## config.mk

```make
export PLATFORM = sky130hd
export DESIGN_NAME = mem_arbiter_flat
export DESIGN_NICKNAME = d
export VERILOG_FILES = /design/src/rtl/cpu_pkg.sv /design/src/rtl/mem_arbiter_if.sv /design/src/rtl/mem_arbiter.sv /design/src/flat_wrapper.sv
export SDC_FILE = /design/constraint.sdc
export NUM_CORES = 1
export LEC_CHECK = 0
export ABC_AREA = 1
export CAP_MARGIN = 5
export CORE_MARGIN = 1.5
export CORE_UTILIZATION = 34
export CTS_CLUSTER_SIZE = 28
export DETAILED_ROUTE_END_ITERATION = 8
export PLACE_DENSITY = 0.86
export SLEW_MARGIN = 15
export SYNTH_ARGS = -nofsm -noshare
export SYNTH_HDL_FRONTEND = slang
export SYNTH_SLANG_ARGS = --single-unit
```

## constraint.sdc

```tcl
create_clock -name CLK -period 4.92 [get_ports CLK]
set_input_delay 0.984 -clock CLK [delete_from_list [all_inputs] [get_ports CLK]]
set_output_delay 0.984 -clock CLK [all_outputs]
set_load 0.02 [all_outputs]
```

## src/rtl/cpu_pkg.sv

```systemverilog
// rtl/cpu_pkg.sv - shared constants and types for the CPU/DMA memory arbiter
package cpu_pkg;

  localparam int ADDR_W = 16;
  localparam int DATA_W = 8;

  localparam logic [1:0] ARB_ST_CPU = 2'b00;
  localparam logic [1:0] ARB_ST_DMA = 2'b01;
  localparam logic [1:0] ARB_ST_GAP = 2'b10;

  localparam logic OWN_CPU = 1'b0;
  localparam logic OWN_DMA = 1'b1;

  typedef enum logic [1:0] {
    S_CPU = ARB_ST_CPU,
    S_DMA = ARB_ST_DMA,
    S_GAP = ARB_ST_GAP
  } arb_state_t;

endpackage

```

## src/rtl/mem_arbiter_if.sv

```systemverilog
// rtl/mem_arbiter_if.sv - CPU, DMA and memory signals of the arbiter; cpu_lock exists only with MEM_ARB_LOCK_EN
interface mem_arbiter_if;
  import cpu_pkg::*;

  logic              cpu_req;
  logic [ADDR_W-1:0] cpu_addr;
  logic [DATA_W-1:0] cpu_wdata;
  logic              cpu_we;
  logic              cpu_rdy;
`ifdef MEM_ARB_LOCK_EN
  logic              cpu_lock;
`endif
  logic              dma_req;
  logic [ADDR_W-1:0] dma_addr;
  logic [DATA_W-1:0] dma_wdata;
  logic              dma_we;
  logic              dma_gnt;
  logic [DATA_W-1:0] dma_rdata;
  logic              dma_rvalid;
  logic              dma_active;
  logic [ADDR_W-1:0] mem_addr;
  logic [DATA_W-1:0] mem_wdata;
  logic              mem_we;
  logic [DATA_W-1:0] mem_rdata;

  modport master (
    output cpu_req, cpu_addr, cpu_wdata, cpu_we,
`ifdef MEM_ARB_LOCK_EN
    output cpu_lock,
`endif
    output dma_req, dma_addr, dma_wdata, dma_we, mem_rdata,
    input  cpu_rdy, dma_gnt, dma_rdata, dma_rvalid, dma_active,
    input  mem_addr, mem_wdata, mem_we
  );

  modport slave (
    input  cpu_req, cpu_addr, cpu_wdata, cpu_we,
`ifdef MEM_ARB_LOCK_EN
    input  cpu_lock,
`endif
    input  dma_req, dma_addr, dma_wdata, dma_we, mem_rdata,
    output cpu_rdy, dma_gnt, dma_rdata, dma_rvalid, dma_active,
    output mem_addr, mem_wdata, mem_we
  );

endinterface

```

## src/rtl/mem_arbiter.sv

```systemverilog
// rtl/mem_arbiter.sv - cycle-stealing CPU/DMA arbiter for a single-port memory
// Optional MEM_ARB_LOCK_EN adds cpu_lock, which holds off new DMA bursts.
module mem_arbiter
  import cpu_pkg::*;
#(
  parameter int BURST_MAX  = 4,
  parameter int GAP_CYCLES = 1
) (
  input logic           CLK,
  input logic           R,
  mem_arbiter_if.slave  bus
);

  localparam logic [3:0] BURST_LAST = 4'(BURST_MAX - 1);
  localparam logic [3:0] GAP_LAST   = 4'(GAP_CYCLES - 1);

  arb_state_t        state;
  logic [3:0]        cnt;
  logic [DATA_W-1:0] rdata_q;
  logic              rvalid_q;
  logic              lock;
  logic              owner;

`ifdef MEM_ARB_LOCK_EN
  assign lock = bus.cpu_lock;
`else
  assign lock = 1'b0;
`endif

  // Owner is gated by R so every bus output falls back to the CPU side during reset.
  assign owner = (R && state == S_DMA && bus.dma_req) ? OWN_DMA : OWN_CPU;

  assign bus.dma_gnt    = (owner == OWN_DMA);
  assign bus.cpu_rdy    = R && (owner == OWN_CPU) && bus.cpu_req;
  assign bus.dma_active = R && (state == S_DMA);
  assign bus.mem_addr   = (owner == OWN_DMA) ? bus.dma_addr  : bus.cpu_addr;
  assign bus.mem_wdata  = (owner == OWN_DMA) ? bus.dma_wdata : bus.cpu_wdata;
  assign bus.mem_we     = R && ((owner == OWN_DMA) ? bus.dma_we : (bus.cpu_req && bus.cpu_we));
  assign bus.dma_rdata  = rdata_q;
  assign bus.dma_rvalid = rvalid_q;

  // cnt counts burst grants in S_DMA and forced CPU cycles in S_GAP.
  always_ff @(posedge CLK or negedge R) begin
    if (!R) begin
      state    <= S_CPU;
      cnt      <= '0;
      rdata_q  <= '0;
      rvalid_q <= 1'b0;
    end else begin
      rvalid_q <= 1'b0;
      if (owner == OWN_DMA && !bus.dma_we) begin
        rdata_q  <= bus.mem_rdata;
        rvalid_q <= 1'b1;
      end
      case (state)
        S_CPU: begin
          if (bus.dma_req && !lock) begin
            state <= S_DMA;
            cnt   <= '0;
          end
        end
        S_DMA: begin
          if (!bus.dma_req) begin
            state <= S_CPU;
          end else if (cnt == BURST_LAST) begin
            state <= S_GAP;
            cnt   <= '0;
          end else begin
            cnt <= cnt + 4'd1;
          end
        end
        S_GAP: begin
          if (cnt == GAP_LAST) begin
            cnt   <= '0;
            state <= (bus.dma_req && !lock) ? S_DMA : S_CPU;
          end else begin
            cnt <= cnt + 4'd1;
          end
        end
        default: begin
          state <= S_CPU;
          cnt   <= '0;
        end
      endcase
    end
  end

endmodule
```

## src/flat_wrapper.sv

```systemverilog
// flat-port wrapper written by rule: the top's interface ports become plain ports
module mem_arbiter_flat import cpu_pkg::*;
#(
  parameter int BURST_MAX  = 4,
  parameter int GAP_CYCLES = 1
)
  (CLK, R, bus_cpu_req, bus_cpu_addr, bus_cpu_wdata, bus_cpu_we, bus_dma_req, bus_dma_addr, bus_dma_wdata, bus_dma_we, bus_mem_rdata, bus_cpu_rdy, bus_dma_gnt, bus_dma_rdata, bus_dma_rvalid, bus_dma_active, bus_mem_addr, bus_mem_wdata, bus_mem_we);
  mem_arbiter_if bus_i ();
  input logic CLK;
  input logic R;
  input wire logic [$bits(bus_i.cpu_req)-1:0] bus_cpu_req;
  input wire logic [$bits(bus_i.cpu_addr)-1:0] bus_cpu_addr;
  input wire logic [$bits(bus_i.cpu_wdata)-1:0] bus_cpu_wdata;
  input wire logic [$bits(bus_i.cpu_we)-1:0] bus_cpu_we;
  input wire logic [$bits(bus_i.dma_req)-1:0] bus_dma_req;
  input wire logic [$bits(bus_i.dma_addr)-1:0] bus_dma_addr;
  input wire logic [$bits(bus_i.dma_wdata)-1:0] bus_dma_wdata;
  input wire logic [$bits(bus_i.dma_we)-1:0] bus_dma_we;
  input wire logic [$bits(bus_i.mem_rdata)-1:0] bus_mem_rdata;
  output wire logic [$bits(bus_i.cpu_rdy)-1:0] bus_cpu_rdy;
  output wire logic [$bits(bus_i.dma_gnt)-1:0] bus_dma_gnt;
  output wire logic [$bits(bus_i.dma_rdata)-1:0] bus_dma_rdata;
  output wire logic [$bits(bus_i.dma_rvalid)-1:0] bus_dma_rvalid;
  output wire logic [$bits(bus_i.dma_active)-1:0] bus_dma_active;
  output wire logic [$bits(bus_i.mem_addr)-1:0] bus_mem_addr;
  output wire logic [$bits(bus_i.mem_wdata)-1:0] bus_mem_wdata;
  output wire logic [$bits(bus_i.mem_we)-1:0] bus_mem_we;
  assign bus_i.cpu_req = bus_cpu_req;
  assign bus_i.cpu_addr = bus_cpu_addr;
  assign bus_i.cpu_wdata = bus_cpu_wdata;
  assign bus_i.cpu_we = bus_cpu_we;
  assign bus_i.dma_req = bus_dma_req;
  assign bus_i.dma_addr = bus_dma_addr;
  assign bus_i.dma_wdata = bus_dma_wdata;
  assign bus_i.dma_we = bus_dma_we;
  assign bus_i.mem_rdata = bus_mem_rdata;
  assign bus_cpu_rdy = bus_i.cpu_rdy;
  assign bus_dma_gnt = bus_i.dma_gnt;
  assign bus_dma_rdata = bus_i.dma_rdata;
  assign bus_dma_rvalid = bus_i.dma_rvalid;
  assign bus_dma_active = bus_i.dma_active;
  assign bus_mem_addr = bus_i.mem_addr;
  assign bus_mem_wdata = bus_i.mem_wdata;
  assign bus_mem_we = bus_i.mem_we;
  mem_arbiter #(.BURST_MAX(BURST_MAX), .GAP_CYCLES(GAP_CYCLES)) u_core (.CLK(CLK), .R(R), .bus(bus_i));
endmodule
```

==> results.md <==
- Wire length on met3: 410 µm
- Number of cells traversed by the worst hold path: 2
- Hold/Removal Path Class: reg2reg
- Type of origin of the critical path: input port
- Total negative setup slack: 0 ns
- Post-Synthesis Cells: 178
- Number of buffers added by the clock tree synthesis step: 3
- Areal power density over the cells: 364 mW/mm²
- Leakage dissipation: 1.08 nW
- Final Max Slew Viols: 0
- CP peak stage delay: 0.61 ns
- Actual transition at the worst max-transition pin: 0.378 ns
- Status: finished clean
- Min-delay src: u_core.bus.dma_rdata[2]
- Total number of placement rows: 20
- Dpl cell area: 0.00213 mm²
- Maximum Capacitance Violations: 0
- Final GP Congestion: 0.804
- Via count of the first global-routing pass: 1162
- Number of nets produced by synthesis: 246
- Critical register-to-register path endpoint: u_core.bus.dma_rdata[1]
- Remaining design rule violation count: 0
- RSZ-0062 raised after global routing: no
- Wire length on met1: 1600 µm
- Dpl hpwl: 3040 µm
- Number of flip-flops and latches in the synthesized netlist: 15
- TritonCTS clock tree: yes
- Sequential-to-total area share from yosys stat: 33.3%
- Warnings, synthesis: 0
- Clock-pin slew on the worst setup and hold paths: 0.08 ns
- Post-CTS Repair Setup Buffers: 0
- Number of nets still failing antenna checks after routing: 0
- Tot GR Track Use: 19.3%
- Total congestion overflow after global routing: 0
- Die X: 60.6 µm
- Number of cells traversed by the worst register-to-register path: 8
- Final Skew: 0.00757 ns
- Buffer cell driving the clock tree root: clkbuf_4
- Via density: 4.38
- Diode count: 0
- Via count: 1406
- Reg-to-reg setup timing slack: 3.21 ns
- Kind of critical path: in2out
- Arrival time at the worst endpoint: 3.08 ns
- Final count of negative-setup-slack endpoints: 0
- Routed met2 length: 1730 µm
- Total I/O pin count: 99
- Most frequent cell on the critical path: clkdlybuf4s50_1
- Initial antenna violation count: 0
- Maximum buffer depth of the clock tree: 2
- # clock sinks: 15
- Netlist area before placement: 0.00113 mm²
- Drt first pass iters: 4
- Area growth from synthesis to final layout: 90.8%
- Final-stage net count: 346
- Global-route wire length before repair: 5350 µm
- Count of port buffers added during placement: 98
- Drt first-iter violations: 68
- Commonest cells after routing, fill and taps aside: nand2_1, clkdlybuf4s50_1, dfrtp_1
- Top Metal Used: met4
- Final count of hold timing violations: 0
- Worst VDD drop: 305 µV
- Max H-tree Level: 1
- Most frequent standard cell in the layout excluding fill and tap cells: nand2_1
- PostCTS Resize Cnt: 0
- Final critical-path required period: 4.07 ns
- Standard cell with the maximum stage delay on the critical path: clkdlybuf4s50_1
- Crit end category: output port
- CP Max Fanout: 27
- Destination of the worst hold path: u_core.bus.dma_rdata[2]
- Share of post-route cells with drive strength above 1: 3.97%
- Required time at the worst-slack endpoint: 3.94 ns
- Total die area: 0.00367 mm²
- Max-slew headroom: 74.8%
- Origin of the critical flop-to-flop path: u_core.state[1]
- Wire length per cell after detailed routing: 11.7 µm
- Die Span Y: 60.6 µm
- Largest net degree at the start of global routing: 28
- Distinct cell type count of the synthesized netlist: 19
- Mean instance size in the synthesized netlist: 6.34 µm²
- Floorplan Core Area: 0.00310 mm²
- Critical path cell sequence: clkdlybuf4s50_1 > buf_4 > nand2_2 > nor2_8 > inv_4 > o21ai_1 > clkdlybuf4s50_1
- Hold bufs inserted after CTS: 0
- Highest achievable clock rate: 0.246 GHz
- Clock latency reported for the late side of the worst-skew pair: 0.29 ns
- Area of all placed cells without fillers: 0.00215 mm²
- Total wire length: 3760 µm
- Final clock period utilization by the worst path: 82.7%
- Initial core utilization: 36.4%
[cells by family after synthesis]
group / count (synthesis) / synth area share, %
flops: 15 / 33.3
buf+inv: 17 / 8.98
simple gates: 131 / 46.6
compound gates: 9 / 4.55
fa+ha+maj: 6 / 6.65
[per-stage QoR]
| stage | total power [mW] | std cells | hold slack, ns | setup slack, ns | utilization (%) |
|---|---|---|---|---|---|
| 6_report | 0.783 | 321 | 0.486 | 0.851 | 69.4 |
| 3_3_place_gp | 0.708 | 317 | 0.463 | 0.814 | 68.5 |
| 2_1_floorplan | 0.484 | 178 | 0.471 | 2.23 | - |
| 5_1_grt | 0.843 | 321 | 0.511 | 0.678 | 69.4 |
| 4_1_cts | 0.789 | 321 | 0.487 | 0.814 | 69.4 |
| 3_5_place_dp | 0.716 | 317 | 0.464 | 0.817 | 68.5 |
[synth_stat cells]
master / count / area, µm²
inv_1: 10 / 37.5
o211ai_1: 1 / 7.51
or2_1: 1 / 6.26
nor2_8: 1 / 20.0
inv_2: 1 / 3.75
a21oi_1: 2 / 10.0
nand2_2: 1 / 6.26
inv_4: 1 / 6.26
dfrtp_1: 15 / 375
clkinv_4: 1 / 8.76
nand2_1: 119 / 447
o21ai_2: 1 / 8.76
nand2_4: 1 / 11.3
buf_6: 4 / 45.0
nand3_1: 4 / 20.0
ha_1: 6 / 75.1
o21ai_0: 2 / 10.0
nor2_1: 4 / 15.0
o21ai_1: 3 / 15.0
[area by class of cell]
cell class,count,area (µm²)
multi-input combinational,146,652
fill,268,950
clock buffer,4,26.3
tap,44,55.1
inverter,13,56.3
timing repair buffer,99,988
sequential,15,375
[power by group]
group / internal [mW] / switching (mW)
sequential: 0.169 / 0.0312
combinational: 0.239 / 0.273
clock: 0.0315 / 0.0392
total: 0.439 / 0.344
[sequential cells by signal, indices dropped and copies added (netlist names)]
name                   flops
u_core.bus.dma_rvalid      1
u_core.bus.dma_rdata       8
u_core.state               2
u_core.cnt                 4
[worst max-delay path by stage]
| stage | endpoint | slack, ns | from |
|---|---|---|---|
| floorplan | bus_mem_we | 2.23 | bus_dma_req |
| global placement | bus_mem_we | 0.81 | R |
| detailed placement | bus_mem_we | 0.82 | R |
| CTS | bus_mem_we | 0.81 | R |
| global route | bus_mem_we | 0.68 | R |
| finish | bus_mem_we | 0.85 | R |
[critical path: cells and delay by family]
kind,cells,cell delay [ns]
buffers and inverters,4,1.48
AND/OR/NAND/NOR,2,0.46
AO/OA/AOI/OAI,1,0.15
[per-layer routing]
metal  vias to the layer above  GRT usage [%]
met5                         -              0
met4                         0           3.73
met3                         2           4.69
met2                        69           32.6
met1                       603           25.5
li1                        732              -
Power figures use the tool's default switching activity.
